--- src/rtl/key_cond_pkg.sv ---
// Shared definitions for the key conditioner: channel FSM encoding and
// the counter-width helper used to size prescaler and debounce/hold counters.
package key_cond_pkg;

  typedef enum logic [2:0] {
    ST_IDLE = 3'd0,
    ST_PDEB = 3'd1,
    ST_HELD = 3'd2,
    ST_LONG = 3'd3,
    ST_RDEB = 3'd4
  } key_state_e;

  function automatic int cnt_width(input int max_val);
    return (max_val < 1) ? 1 : $clog2(max_val + 1);
  endfunction

endpackage

--- src/rtl/key_cond_ch.sv ---
// One key channel: two-flop synchroniser, polarity normalisation, and the
// debounce / long-press / auto-repeat state machine with registered pulses.
module key_cond_ch
  import key_cond_pkg::*;
#(
  parameter int DEBOUNCE_TICKS = 20,
  parameter int LONG_TICKS     = 800,
  parameter int REPEAT_TICKS   = 150,
  parameter int KEY_ACTIVE_LOW = 1
) (
  input  logic clk,
  input  logic rst_n,
  input  logic tick,
  input  logic key_raw,
  output logic key_level,
  output logic key_press,
  output logic key_release,
  output logic key_long,
  output logic key_repeat
);

  localparam int DW   = cnt_width(DEBOUNCE_TICKS);
  localparam int HMAX = (LONG_TICKS > REPEAT_TICKS) ? LONG_TICKS : REPEAT_TICKS;
  localparam int HW   = cnt_width(HMAX);
  localparam logic          IDLE_RAW = (KEY_ACTIVE_LOW != 0) ? 1'b1 : 1'b0;
  localparam logic [DW-1:0] DEB_LAST = DW'(DEBOUNCE_TICKS - 1);
  localparam logic [HW-1:0] LNG_LAST = HW'(LONG_TICKS - 1);
  localparam logic [HW-1:0] REP_LAST = HW'(REPEAT_TICKS - 1);

  logic [1:0]    sync_q;
  logic          act_s;
  key_state_e    state_q, state_d, ret_q, ret_d;
  logic [DW-1:0] dcnt_q, dcnt_d;
  logic [HW-1:0] hcnt_q, hcnt_d;
  logic          level_q, level_d;
  logic          press_q, press_d, release_q, release_d;
  logic          long_q, long_d, repeat_q, repeat_d;

  // Synchroniser idles at the released level so reset never looks like a press.
  always_ff @(posedge clk or negedge rst_n) begin
    if (!rst_n) begin
      sync_q <= {IDLE_RAW, IDLE_RAW};
    end else begin
      sync_q <= {sync_q[0], key_raw};
    end
  end

  assign act_s = sync_q[1] ^ IDLE_RAW;

  // Next-state logic: level changes on act act every clk, counters only on tick.
  always_comb begin
    state_d   = state_q;
    ret_d     = ret_q;
    dcnt_d    = dcnt_q;
    hcnt_d    = hcnt_q;
    level_d   = level_q;
    press_d   = 1'b0;
    release_d = 1'b0;
    long_d    = 1'b0;
    repeat_d  = 1'b0;
    case (state_q)
      ST_IDLE: begin
        dcnt_d = '0;
        if (act_s) state_d = ST_PDEB;
        else       state_d = ST_IDLE;
      end
      ST_PDEB: begin
        if (!act_s) begin
          state_d = ST_IDLE;
          dcnt_d  = '0;
        end else if (tick) begin
          if (dcnt_q >= DEB_LAST) begin
            state_d = ST_HELD;
            dcnt_d  = '0;
            hcnt_d  = '0;
            press_d = 1'b1;
            level_d = 1'b1;
          end else begin
            dcnt_d = dcnt_q + 1'b1;
          end
        end else begin
          dcnt_d = dcnt_q;
        end
      end
      ST_HELD: begin
        if (!act_s) begin
          state_d = ST_RDEB;
          ret_d   = ST_HELD;
          dcnt_d  = '0;
        end else if (tick) begin
          if (hcnt_q >= LNG_LAST) begin
            state_d = ST_LONG;
            hcnt_d  = '0;
            long_d  = 1'b1;
          end else begin
            hcnt_d = hcnt_q + 1'b1;
          end
        end else begin
          hcnt_d = hcnt_q;
        end
      end
      ST_LONG: begin
        if (!act_s) begin
          state_d = ST_RDEB;
          ret_d   = ST_LONG;
          dcnt_d  = '0;
        end else if (tick) begin
          if (hcnt_q >= REP_LAST) begin
            hcnt_d   = '0;
            repeat_d = 1'b1;
          end else begin
            hcnt_d = hcnt_q + 1'b1;
          end
        end else begin
          hcnt_d = hcnt_q;
        end
      end
      ST_RDEB: begin
        // hcnt stays frozen so a bounced release resumes the hold timing.
        if (act_s) begin
          state_d = ret_q;
          dcnt_d  = '0;
        end else if (tick) begin
          if (dcnt_q >= DEB_LAST) begin
            state_d   = ST_IDLE;
            dcnt_d    = '0;
            hcnt_d    = '0;
            release_d = 1'b1;
            level_d   = 1'b0;
          end else begin
            dcnt_d = dcnt_q + 1'b1;
          end
        end else begin
          dcnt_d = dcnt_q;
        end
      end
      default: begin
        state_d = ST_IDLE;
        dcnt_d  = '0;
        hcnt_d  = '0;
        level_d = 1'b0;
      end
    endcase
  end

  // State, counters and registered event outputs.
  always_ff @(posedge clk or negedge rst_n) begin
    if (!rst_n) begin
      state_q   <= ST_IDLE;
      ret_q     <= ST_HELD;
      dcnt_q    <= '0;
      hcnt_q    <= '0;
      level_q   <= 1'b0;
      press_q   <= 1'b0;
      release_q <= 1'b0;
      long_q    <= 1'b0;
      repeat_q  <= 1'b0;
    end else begin
      state_q   <= state_d;
      ret_q     <= ret_d;
      dcnt_q    <= dcnt_d;
      hcnt_q    <= hcnt_d;
      level_q   <= level_d;
      press_q   <= press_d;
      release_q <= release_d;
      long_q    <= long_d;
      repeat_q  <= repeat_d;
    end
  end

  assign key_level   = level_q;
  assign key_press   = press_q;
  assign key_release = release_q;
  assign key_long    = long_q;
  assign key_repeat  = repeat_q;

endmodule

--- src/rtl/key_conditioner.sv ---
// Pushbutton conditioner: shared millisecond prescaler feeding NUM_KEYS
// independent debounce / long-press / repeat channels.
module key_conditioner
  import key_cond_pkg::*;
#(
  parameter int NUM_KEYS       = 2,
  parameter int TICK_DIV       = 50000,
  parameter int DEBOUNCE_TICKS = 20,
  parameter int LONG_TICKS     = 800,
  parameter int REPEAT_TICKS   = 150,
  parameter int KEY_ACTIVE_LOW = 1
) (
  input  logic                clk,
  input  logic                rst_n,
  input  logic [NUM_KEYS-1:0] key_raw,
  output logic [NUM_KEYS-1:0] key_level,
  output logic [NUM_KEYS-1:0] key_press,
  output logic [NUM_KEYS-1:0] key_release,
  output logic [NUM_KEYS-1:0] key_long,
  output logic [NUM_KEYS-1:0] key_repeat,
  output logic                tick
);

  localparam int            PW       = cnt_width(TICK_DIV - 1);
  localparam logic [PW-1:0] PRE_LAST = PW'(TICK_DIV - 1);

  logic [PW-1:0] pcnt_q, pcnt_d;
  logic          tick_q, tick_d;

  // Prescaler wrap; tick is registered so it lines up with count == TICK_DIV-1.
  always_comb begin
    if (pcnt_q >= PRE_LAST) pcnt_d = '0;
    else                    pcnt_d = pcnt_q + 1'b1;
    tick_d = (pcnt_d == PRE_LAST);
  end

  // Prescaler registers.
  always_ff @(posedge clk or negedge rst_n) begin
    if (!rst_n) begin
      pcnt_q <= '0;
      tick_q <= 1'b0;
    end else begin
      pcnt_q <= pcnt_d;
      tick_q <= tick_d;
    end
  end

  assign tick = tick_q;

  for (genvar i = 0; i < NUM_KEYS; i++) begin : g_ch
    key_cond_ch #(
      .DEBOUNCE_TICKS (DEBOUNCE_TICKS),
      .LONG_TICKS     (LONG_TICKS),
      .REPEAT_TICKS   (REPEAT_TICKS),
      .KEY_ACTIVE_LOW (KEY_ACTIVE_LOW)
    ) u_ch (
      .clk         (clk),
      .rst_n       (rst_n),
      .tick        (tick_q),
      .key_raw     (key_raw[i]),
      .key_level   (key_level[i]),
      .key_press   (key_press[i]),
      .key_release (key_release[i]),
      .key_long    (key_long[i]),
      .key_repeat  (key_repeat[i])
    );
  end

endmodule

--- config.mk ---
export PLATFORM = sky130hd
export DESIGN_NAME = key_conditioner
export DESIGN_NICKNAME = d
export VERILOG_FILES = /design/src/rtl/key_cond_pkg.sv /design/src/rtl/key_cond_ch.sv /design/src/rtl/key_conditioner.sv
export SDC_FILE = /design/constraint.sdc
export NUM_CORES = 1
export LEC_CHECK = 0
export CAP_MARGIN = 15
export CORE_MARGIN = 4
export CORE_UTILIZATION = 30
export CTS_BUF_LIST = sky130_fd_sc_hd__clkbuf_2 sky130_fd_sc_hd__clkbuf_4 sky130_fd_sc_hd__clkbuf_8
export DETAILED_ROUTE_END_ITERATION = 6
export GPL_TIMING_DRIVEN = 0
export SYNTH_ARGS = -nofsm -noshare
export SYNTH_HDL_FRONTEND = slang
export SYNTH_SLANG_ARGS = --single-unit
--- constraint.sdc ---
create_clock -name clk -period 2.8 [get_ports clk]
set_input_delay 0.28 -clock clk [delete_from_list [all_inputs] [get_ports clk]]
set_output_delay 0.28 -clock clk [all_outputs]
set_load 0.01 [all_outputs]
==> results.py, run 1 <==
metrics = {
    "run_status": {
        "run_status": "finished clean",
    },
    "clock_network": {
        "clk-insertion-delay-late_ns": 0.35,
        "cts_tree": "done",
        "tritoncts.num_buffers": 9,
        "cts.path.max_buffers": 2,
        "postCtsSetupBuffers": 0,
        "ctsHtreeMaxLevel": 3,
        "root_buffer": "clkbuf_8",
        "cts_num_sinks": 69,
        "clk_pin_slew_ns": 0.07,
    },
    "floorplanning": {
        "die_w_um": 122,
        "core_box_area_um2": 12700,
        "num_io_pins": 15,
        "std_cell_rows": 41,
        "fp.dieH_um": 122,
        "floorplan.die_area_um2": 14800,
        "floorplan.initialDensity": 0.307,
    },
    "power": {
        "power-per-cell-area_nw_per_um2": 409,
        "total_leakage_power_nw": 1.92,
        "max-vdd-ir-drop_uv": 158,
        "power_w": 0.00182,
    },
    "placement": {
        "dpl_worst_slack_ns": 0.639,
        "io_buffers": 14,
        "detailedPlacementHpwl_um": 5380,
        "placed_cells": 598,
        "globalplace.congestion": 0.840,
    },
    "sta": {
        "maxSlewHeadroom": 0.603,
        "setup_violations": 0,
        "fin_skew_ns": 0.0132,
        "timing.fmax_mhz": 451,
        "hold_viol": 0,
        "post-route-worst-setup-slack_ns": 0.583,
        "max_slew.worst_pin.slew_ns": 0.595,
        "finalMaxSlewViolations": 0,
        "unrepaired_setup_endpoints_after_global_routing": "no",
        "final_cycle_utilization_of_the_critical_path": 0.792,
        "period_needed_ns": 2.22,
    },
    "setup_path": {
        "timing_worst_setup_path_type": "reg -> reg",
        "endpoint_kind": "flip-flop",
        "ff2ff_path_depth": 8,
        "startpoint_type": "flip-flop",
        "worst_setup_path_startpoint": "g_ch[1].u_ch.dcnt_q[0]",
        "worstPathMaxFanout": 10,
        "worst_r2r_startpoint": "g_ch[1].u_ch.dcnt_q[0]",
        "rr_endpoint": "g_ch[1].u_ch.hcnt_q[9]",
        "cp.arrival_ns": 2.43,
        "worst-endpoint-required_ns": 3.01,
        "setup.reg_to_reg.worst_slack_ns": 0.58,
    },
    "logic_synthesis": {
        "syn_avg_cell_area_um2": 9.45,
        "synth-main-ff-cell": "dfrtp_1",
        "yosys.cell_types.count": 67,
        "synth.top_cell.area_share": 0.419,
        "synth-seq-cells": 69,
        "sequential_fraction_of_the_synthesis_area": 0.446,
        "synthesis.yosys.warnings": 0,
        "postSynth.asyncResetShare": 1.00,
        "synth_cells": 411,
        "post_synthesis_net_count": 424,
        "yosysTopAreaCell": "dfrtp_1",
        "synth-edff-count": 0,
        "post_synth_instance_area_um2": 3880,
        "yosys-top-cells-area": "dfrtp_1 (42%), nand2_1 (3.1%), nor2_1 (3.0%), ha_1 (2.9%), dfstp_2 (2.7%)",
    },
    "route": {
        "drt_first_pass_iters": 4,
        "routedWlPerCell_um": 12.6,
        "drt-vias-per-instance": 4.97,
        "antenna_left": 0,
        "drc": 0,
        "routed_wirelength_um": 7720,
        "drt_iter0_drc": 323,
        "via_count": 3054,
    },
    "cells_and_area": {
        "post_route_cells_drive_above_1_share": 0.140,
        "num-nets-final": 451,
        "sequential_cell_area_um2": 1730,
        "syn2layout_area_growth_pct": 14.6,
        "finalNonFillerCells": 615,
        "commonest_non_fill_non_tap_cell_in_the_layout": "dfrtp_1",
        "filler_cell_count": 1295,
        "multi_input_logic_area_um2": 1910,
        "insertedDiodeCount": 0,
        "most-common-layout-cells": "dfrtp_1 (65), nand2_1 (32), nor2_1 (31), inv_1 (17)",
    },
    "worst_hold_path": {
        "min-delay-path-class": "in -> reg",
        "hold_end": "g_ch[1].u_ch.sync_q[0]",
        "hp-start": "key_raw[1]",
        "hold_path_depth": 1,
    },
    "grt": {
        "first_global_vias": 2994,
        "number_of_antenna_violations_at_the_first_check_in_global_routing": 0,
        "grt_max_degree": 51,
        "grt_usage": 0.112,
        "grt_pass1_wl_um": 13700,
        "gr-total-overflow": 0,
    },
    "run": {
        "drv.max_cap_violation_count": 0,
    },
}
## repair_timing
item	CTS	global route
hold buffers	1	0
hold endpoints to repair	18	0
resized for setup	0	0
## critical path, stage by stage, from the launching register on
cell      delay (ns)
dfrtp_1         0.43
ha_1            0.26
a2111o_1        0.47
a31oi_1         0.19
o21a_1          0.13
o21ai_1         0.07
clkbuf_1        0.21
a41oi_1         0.25
a21oi_1         0.06
## cell type report
type,count,area share
clock inverters,2,0.00225
clock buffers,14,0.0377
flip-flops and latches,69,0.389
well taps,172,0.0483
inverters,18,0.0152
plain buffers,29,0.0402
repair buffers,16,0.0393
multi-input cells,295,0.428
## cells in the mapped netlist (2+ instances only)
cell and instances:
a21oi_1 16, o22ai_1 3, a21oi_2 3, a211o_1 2, a22o_1 9, clkbuf_1 9, ha_1 9, a41oi_1 5
and4_1 4, mux2i_1 3, o31ai_1 4, dfrtp_1 65, nand3_1 16, nor2_1 31, or4_1 2, nand3b_1 2
xnor2_1 9, xor2_1 7, nor2b_1 14, buf_6 2, buf_4 13, and3_1 14, inv_1 17, and2_1 2
o21ai_0 15, nand4_1 13, a211oi_1 3, a31oi_1 12, o21ai_1 12, nand2_1 32, buf_2 5, nor3_1 7
mux2_2 3, nand2b_1 10, a2111o_1 2, dfstp_2 4, a21o_1 2
## power breakdown
part	internal, W	switching, W
Clock	0.000383	0.000364
Combinational	0.0000209	0.0000423
Sequential	0.00100	0.00000707
## sequential cells by signal (all words and copies together) (netlist names)
register               cells
g_ch.u_ch.key_long         2
g_ch.u_ch.hcnt_q          20
g_ch.u_ch.key_repeat       2
g_ch.u_ch.state_q          6
pcnt_q                    16
g_ch.u_ch.sync_q           4
tick                       1
g_ch.u_ch.ret_q            2
g_ch.u_ch.key_level        2
g_ch.u_ch.key_release      2
g_ch.u_ch.dcnt_q          10
g_ch.u_ch.key_press        2
## worst max path at each step
stage,endpoint,slack (ns),cells after the start
finish,g_ch[1].u_ch.hcnt_q[9],0.58,8
global route,g_ch[1].u_ch.hcnt_q[9],0.39,8
CTS,g_ch[1].u_ch.hcnt_q[9],0.60,8
detailed placement,g_ch[1].u_ch.hcnt_q[9],0.64,8
global placement,g_ch[0].u_ch.hcnt_q[6],-1.04,1
floorplan,g_ch[1].u_ch.hcnt_q[0],0.77,8
## through the flow
stage | utilization | setup TNS (ns) | cell area (µm²) | hold WS [ns]
5_1_grt | 0.351 | 0 | 4450 | 0.345
3_3_place_gp | 0.335 | -68.08 | 4240 | 0.350
2_1_floorplan | - | 0 | 3880 | -0.0156
6_report | 0.351 | 0 | 4450 | 0.344
4_1_cts | 0.351 | 0 | 4450 | 0.344
3_5_place_dp | 0.337 | 0 | 4260 | 0.193
## kinds of logic (layout without fill, tap and decap cells)
logic type	Yosys count	in the layout	synth area share
DFF	69	69	0.446
buffers and inverters	47	79	0.0635
adders and majority gates	9	9	0.0290
and+or+nand+nor	160	160	0.220
muxes	7	7	0.0203
AOI/OAI and AO/OA	103	103	0.186
xor gates and xnor gates	16	16	0.0361
## layer usage
metal  GRT usage  share of wire  vias up
met3      0.0288          0.030       10
met2       0.181           0.47       35
li1            -              -     1527
met4      0.0385          0.013        0
met1       0.147           0.49     1482
met5           0              0        -
(Power assumes the default switching activity.)
==> inputs of run 2 (changes only) <==
Clock period 2.8 ns to 2 ns, I/O delays scaled along.
==> results.py, run 2 (same netlist as run 1, synthesis figures left out) <==
metrics = {
    "run_status": {
        "run_status": "finished clean",
    },
    "floorplanning": {
        "floorplan.initialDensity": 0.307,
        "floorplan.die_area_um2": 14800,
        "die_w_um": 122,
        "core_box_area_um2": 12700,
        "std_cell_rows": 41,
        "num_io_pins": 15,
        "fp.dieH_um": 122,
    },
    "clock_network": {
        "cts_tree": "done",
        "clk_pin_slew_ns": 0.08,
        "cts.path.max_buffers": 2,
        "clk-insertion-delay-late_ns": 0.34,
        "tritoncts.num_buffers": 9,
        "root_buffer": "clkbuf_8",
        "cts_num_sinks": 69,
        "ctsHtreeMaxLevel": 3,
    },
    "grt": {
        "grt_usage": 0.119,
        "grt_pass1_wl_um": 14500,
        "gr-total-overflow": 0,
        "grt_max_degree": 70,
        "number_of_antenna_violations_at_the_first_check_in_global_routing": 0,
        "first_global_vias": 3071,
    },
    "cells_and_area": {
        "insertedDiodeCount": 0,
        "postLayoutCoreUtil": 0.371,
        "largest-register": "g_ch.u_ch.hcnt_q",
        "largest_register_ff_count": 20,
        "reg.largest.list": "g_ch.u_ch.hcnt_q x20, pcnt_q x16, g_ch.u_ch.dcnt_q x10",
        "num-nets-final": 461,
        "filler_cell_count": 1259,
        "commonest_non_fill_non_tap_cell_in_the_layout": "dfrtp_1",
        "most-common-layout-cells": "dfrtp_1 (62), nand2_1 (31), nor2_1 (31), buf_4 (23)",
        "post_route_cells_drive_above_1_share": 0.205,
        "finalNonFillerCells": 625,
        "fin_area_um2": 4700,
        "syn2layout_area_growth_pct": 21.1,
    },
    "power": {
        "power-per-cell-area_nw_per_um2": 622,
        "max-vdd-ir-drop_uv": 297,
        "total_leakage_power_nw": 1.99,
    },
    "setup_path": {
        "setup.reg_to_reg.worst_slack_ns": 0.04,
        "worstPathMaxFanout": 6,
        "worst-endpoint-required_ns": 2.27,
        "timing_worst_setup_path_type": "reg -> reg",
        "cp.arrival_ns": 2.23,
        "startpoint_type": "flip-flop",
        "endpoint_kind": "flip-flop",
    },
    "sta": {
        "fin_skew_ns": 0.0146,
        "setup_tns_ns": 0,
        "finalMaxSlewViolations": 0,
        "period_needed_ns": 1.96,
        "hold_viol": 0,
        "final_cycle_utilization_of_the_critical_path": 0.980,
        "timing.fmax_mhz": 510,
        "setup_violations": 0,
        "unrepaired_setup_endpoints_after_global_routing": "yes",
        "maxSlewHeadroom": 0.624,
        "max_slew.worst_pin.slew_ns": 0.562,
    },
    "placement": {
        "placed_cells": 598,
        "detailedPlacementHpwl_um": 5360,
        "dpl-instance-area_um2": 4260,
        "globalplace.congestion": 0.839,
        "io_buffers": 14,
    },
    "route": {
        "drt-vias-per-instance": 5.04,
        "drt_first_pass_iters": 4,
        "routedWlPerCell_um": 13.6,
        "antenna_left": 0,
        "via_count": 3150,
        "drt_iter0_drc": 400,
        "routed_wirelength_um": 8470,
        "drc": 0,
    },
    "worst_hold_path": {
        "min-delay-path-class": "in -> reg",
    },
    "run": {
        "drv.max_cap_violation_count": 0,
    },
}
[run 2: repair_timing]
action / 4_1_cts / 5_1_grt
endpoints found under the setup margin: 21 / 24
setup buffers: 4 / 3
hold buffers: 1 / 0
cloned: 1 / 3
resized for setup: 11 / 24
pin swaps: 5 / 13
endpoints found under the hold margin: 65 / 0
[run 2: path summary, 6_finish.rpt]
check,startpoint,to,cells after the start
max,g_ch[1].u_ch.hcnt_q[0],g_ch[1].u_ch.hcnt_q[6],8
min,key_raw[0],g_ch[0].u_ch.sync_q[0],1
max reg2reg,g_ch[1].u_ch.hcnt_q[0],g_ch[1].u_ch.hcnt_q[6],8
min reg2reg,g_ch[0].u_ch.sync_q[0],g_ch[0].u_ch.sync_q[1],0
max in group asynchronous,rst_n,g_ch[0].u_ch.sync_q[0],3
min in group asynchronous,rst_n,g_ch[1].u_ch.hcnt_q[1],3
[run 2: critical path, cell delays in order, from the launching register on]
cell     delay (ns)
dfrtp_1        0.42
inv_2          0.07
ha_1           0.13
nor2b_1        0.12
o21ai_1        0.07
a211o_1        0.31
a211o_4        0.38
nor2b_2        0.22
a22o_1         0.17
[run 2: final cells by class]
cell class                 count  area, µm²  share of cell area
sequential                    69       1740               0.369
timing repair buffer          24        233              0.0495
clock inverter                 6        110              0.0234
clock buffer                  10        138              0.0293
buffer                        28        183              0.0389
multi-input combinational    298       2020               0.430
inverter                      18       67.6              0.0144
tap                          172        215              0.0458
[run 2: through the flow]
| step | total power [W] | setup WS [ns] | hold slack (ns) |
|---|---|---|---|
| floorplan | 0.00148 | 0.0712 | -0.0956 |
| global placement | 0.00153 | -1.72 | 0.347 |
| detailed placement | 0.00153 | -0.177 | 0.240 |
| CTS | 0.00296 | 0.00146 | 0.247 |
| global route | 0.00303 | -0.0483 | 0.250 |
| finish | 0.00293 | 0.0402 | 0.259 |
[run 2: per-layer routing]
metal  track usage  wire (µm)  vias to the layer above
met1         0.163       4180                     1545
met2         0.188       3940                       37
li1              -          -                     1560
met5             0          0                        -
met3        0.0181        235                        8
met4        0.0483        120                        0
[run 2: where the power goes]
part	total, W	switching [W]	internal, W
clock	0.00142	0.000555	0.000860
sequential	0.00142	0.0000136	0.00141
combinational	0.0000928	0.0000629	0.0000299
==> inputs of run 3 (changes only) <==
Settings changed: SLEW_MARGIN from default to 30.
==> results.py, run 3 (same netlist as run 1, synthesis figures left out) <==
metrics = {
    "cells_and_area": {
        "fin_area_um2": 4750,
        "most-common-layout-cells": "dfrtp_1 (60), nand2_1 (32), nor2_1 (31), buf_4 (28)",
        "largest_register_ff_count": 20,
        "post_route_cells_drive_above_1_share": 0.220,
        "insertedDiodeCount": 0,
        "syn2layout_area_growth_pct": 22.4,
        "commonest_non_fill_non_tap_cell_in_the_layout": "dfrtp_1",
        "num-nets-final": 468,
        "reg.largest.list": "g_ch.u_ch.hcnt_q x20, pcnt_q x16, g_ch.u_ch.dcnt_q x10",
        "filler_cell_count": 1263,
        "largest-register": "g_ch.u_ch.hcnt_q",
        "finalNonFillerCells": 632,
    },
    "sta": {
        "fin_skew_ns": 0.0128,
        "final_cycle_utilization_of_the_critical_path": 0.991,
        "hold_viol": 0,
        "finalMaxSlewViolations": 0,
        "period_needed_ns": 1.98,
        "max_slew.worst_pin.slew_ns": 0.552,
        "timing.fmax_mhz": 505,
        "maxSlewHeadroom": 0.632,
        "post-route-worst-setup-slack_ns": 0.0189,
        "unrepaired_setup_endpoints_after_global_routing": "yes",
        "setup_violations": 0,
    },
    "power": {
        "total_switching_power_w": 0.000632,
        "power.switching_fraction": 0.216,
        "share_clk_of_total_power": 0.485,
        "cellInternalPower_w": 0.00229,
        "pwr-share-comb": 0.031,
        "total_leakage_power_nw": 2.03,
        "max-vdd-ir-drop_uv": 289,
        "power-per-cell-area_nw_per_um2": 615,
        "share_seq_of_total_power": 0.485,
    },
    "floorplanning": {
        "floorplan.die_area_um2": 14800,
        "fp.dieH_um": 122,
        "std_cell_rows": 41,
        "num_io_pins": 15,
        "core_box_area_um2": 12700,
        "floorplan.initialDensity": 0.307,
        "die_w_um": 122,
    },
    "clock_network": {
        "cts.path.max_buffers": 2,
        "tritoncts.num_buffers": 9,
        "ctsHtreeMaxLevel": 3,
        "cts_tree": "done",
        "clk_pin_slew_ns": 0.08,
        "cts_num_sinks": 69,
        "root_buffer": "clkbuf_8",
        "clk-insertion-delay-late_ns": 0.34,
    },
    "setup_path": {
        "cp.arrival_ns": 2.21,
        "worst_r2r_startpoint": "g_ch[1].u_ch.hcnt_q[0]",
        "worstPathCellList": "ha_1, and3_1, nand2_1, a211oi_2, a211o_4, nor2b_4, buf_6, mux2_4",
        "worst-endpoint-required_ns": 2.23,
        "critical_path.max_stage_delay_ns": 0.40,
        "setup.reg_to_reg.worst_slack_ns": 0.02,
        "startpoint_type": "flip-flop",
        "timing.critical_path.max_delay_family": "compound AO/OA/AOI/OAI gates",
        "ff2ff_path_depth": 8,
        "cp.depth": 8,
        "worstPathBufferInverterCount": 1,
        "worstPathMaxFanout": 5,
        "rr_endpoint": "g_ch[1].u_ch.hcnt_q[0]",
        "cp_slowest_cell": "dfrtp_1",
        "endpoint_kind": "flip-flop",
        "timing_worst_setup_path_type": "reg -> reg",
    },
    "run": {
        "drv.max_cap_violation_count": 0,
    },
    "placement": {
        "globalplace.congestion": 0.839,
        "dpl-instance-area_um2": 4260,
        "detailedPlacementHpwl_um": 5480,
        "dpl_worst_slack_ns": -0.131,
        "placed_cells": 598,
        "io_buffers": 14,
    },
    "grt": {
        "grt_pass1_wl_um": 14600,
        "grt_usage": 0.119,
        "grt_max_degree": 43,
        "gr-total-overflow": 0,
        "number_of_antenna_violations_at_the_first_check_in_global_routing": 0,
        "first_global_vias": 3086,
    },
    "route": {
        "antenna_left": 0,
        "drt-vias-per-instance": 5.00,
        "routedWlPerCell_um": 13.4,
        "drc": 0,
        "drt_first_pass_iters": 4,
        "routed_wirelength_um": 8450,
        "via_count": 3158,
        "drt_iter0_drc": 265,
    },
    "worst_hold_path": {
        "hold_path_depth": 1,
        "hp-start": "key_raw[0]",
        "min-delay-path-class": "in -> reg",
        "hold_end": "g_ch[0].u_ch.sync_q[0]",
    },
    "run_status": {
        "run_status": "finished clean",
    },
}
==> run 3: what timing repair did <==
action	4_1_cts	5_1_grt
endpoints found under the hold margin	37	0
cloned	1	3
setup buffers	6	7
hold buffers	1	0
resized for setup	10	25
endpoints found under the setup margin	20	29
pin swaps	5	10
==> run 3: area by class of cell <==
class                   instances  area, µm²  area share
multi-input cells             297       2010       0.422
flip-flops and latches         69       1740       0.366
repair buffers                 31        288      0.0605
well taps                     172        215      0.0453
plain buffers                  29        191      0.0403
clock buffers                  10        138      0.0289
clock inverters                 6        110      0.0232
inverters                      18       67.6      0.0142
==> run 3: per-stage QoR <==
| step | hold slack, ns | setup TNS, ns | power, W | util |
|---|---|---|---|---|
| 2_1_floorplan | -0.0956 | 0 | 0.00148 | - |
| 3_3_place_gp | 0.347 | -115.68 | 0.00153 | 0.335 |
| 3_5_place_dp | 0.236 | -1.40 | 0.00153 | 0.336 |
| 4_1_cts | 0.246 | 0 | 0.00296 | 0.363 |
| 5_1_grt | 0.246 | -0.578 | 0.00303 | 0.375 |
| 6_report | 0.256 | 0 | 0.00293 | 0.375 |
==> run 3: layer usage <==
| metal | share of wire | GRT usage | up-vias | routed length (µm) |
|---|---|---|---|---|
| met5 | 0 | 0 | - | 0 |
| met4 | 0.0095 | 0.0420 | 0 | 80 |
| met3 | 0.026 | 0.0227 | 6 | 220 |
| met2 | 0.48 | 0.191 | 49 | 4080 |
| met1 | 0.48 | 0.163 | 1546 | 4070 |
| li1 | - | - | 1557 | - |
==> run 3: worst max path at each step <==
stage | from | to | slack, ns
6_report | g_ch[1].u_ch.hcnt_q[0] | g_ch[1].u_ch.hcnt_q[0] | 0.02
5_1_grt | g_ch[1].u_ch.hcnt_q[0] | g_ch[1].u_ch.hcnt_q[0] | -0.07
4_1_cts | g_ch[1].u_ch.dcnt_q[0] | g_ch[1].u_ch.hcnt_q[0] | 0.0008
3_5_place_dp | g_ch[0].u_ch.dcnt_q[0] | g_ch[0].u_ch.hcnt_q[7] | -0.13
3_3_place_gp | rst_n | g_ch[0].u_ch.hcnt_q[8] | -1.72
2_1_floorplan | g_ch[1].u_ch.dcnt_q[0] | g_ch[1].u_ch.hcnt_q[0] | 0.07
==> run 3: power by group through the flow <==
stage	Sequential, W	Clock (W)	Combinational [W]
floorplan	0.00144	0	0.0000402
finish	0.00142	0.00142	0.0000900
global route	0.00142	0.00151	0.000104
global placement	0.00144	0	0.0000826
detailed placement	0.00144	0	0.0000891
CTS	0.00142	0.00145	0.0000922
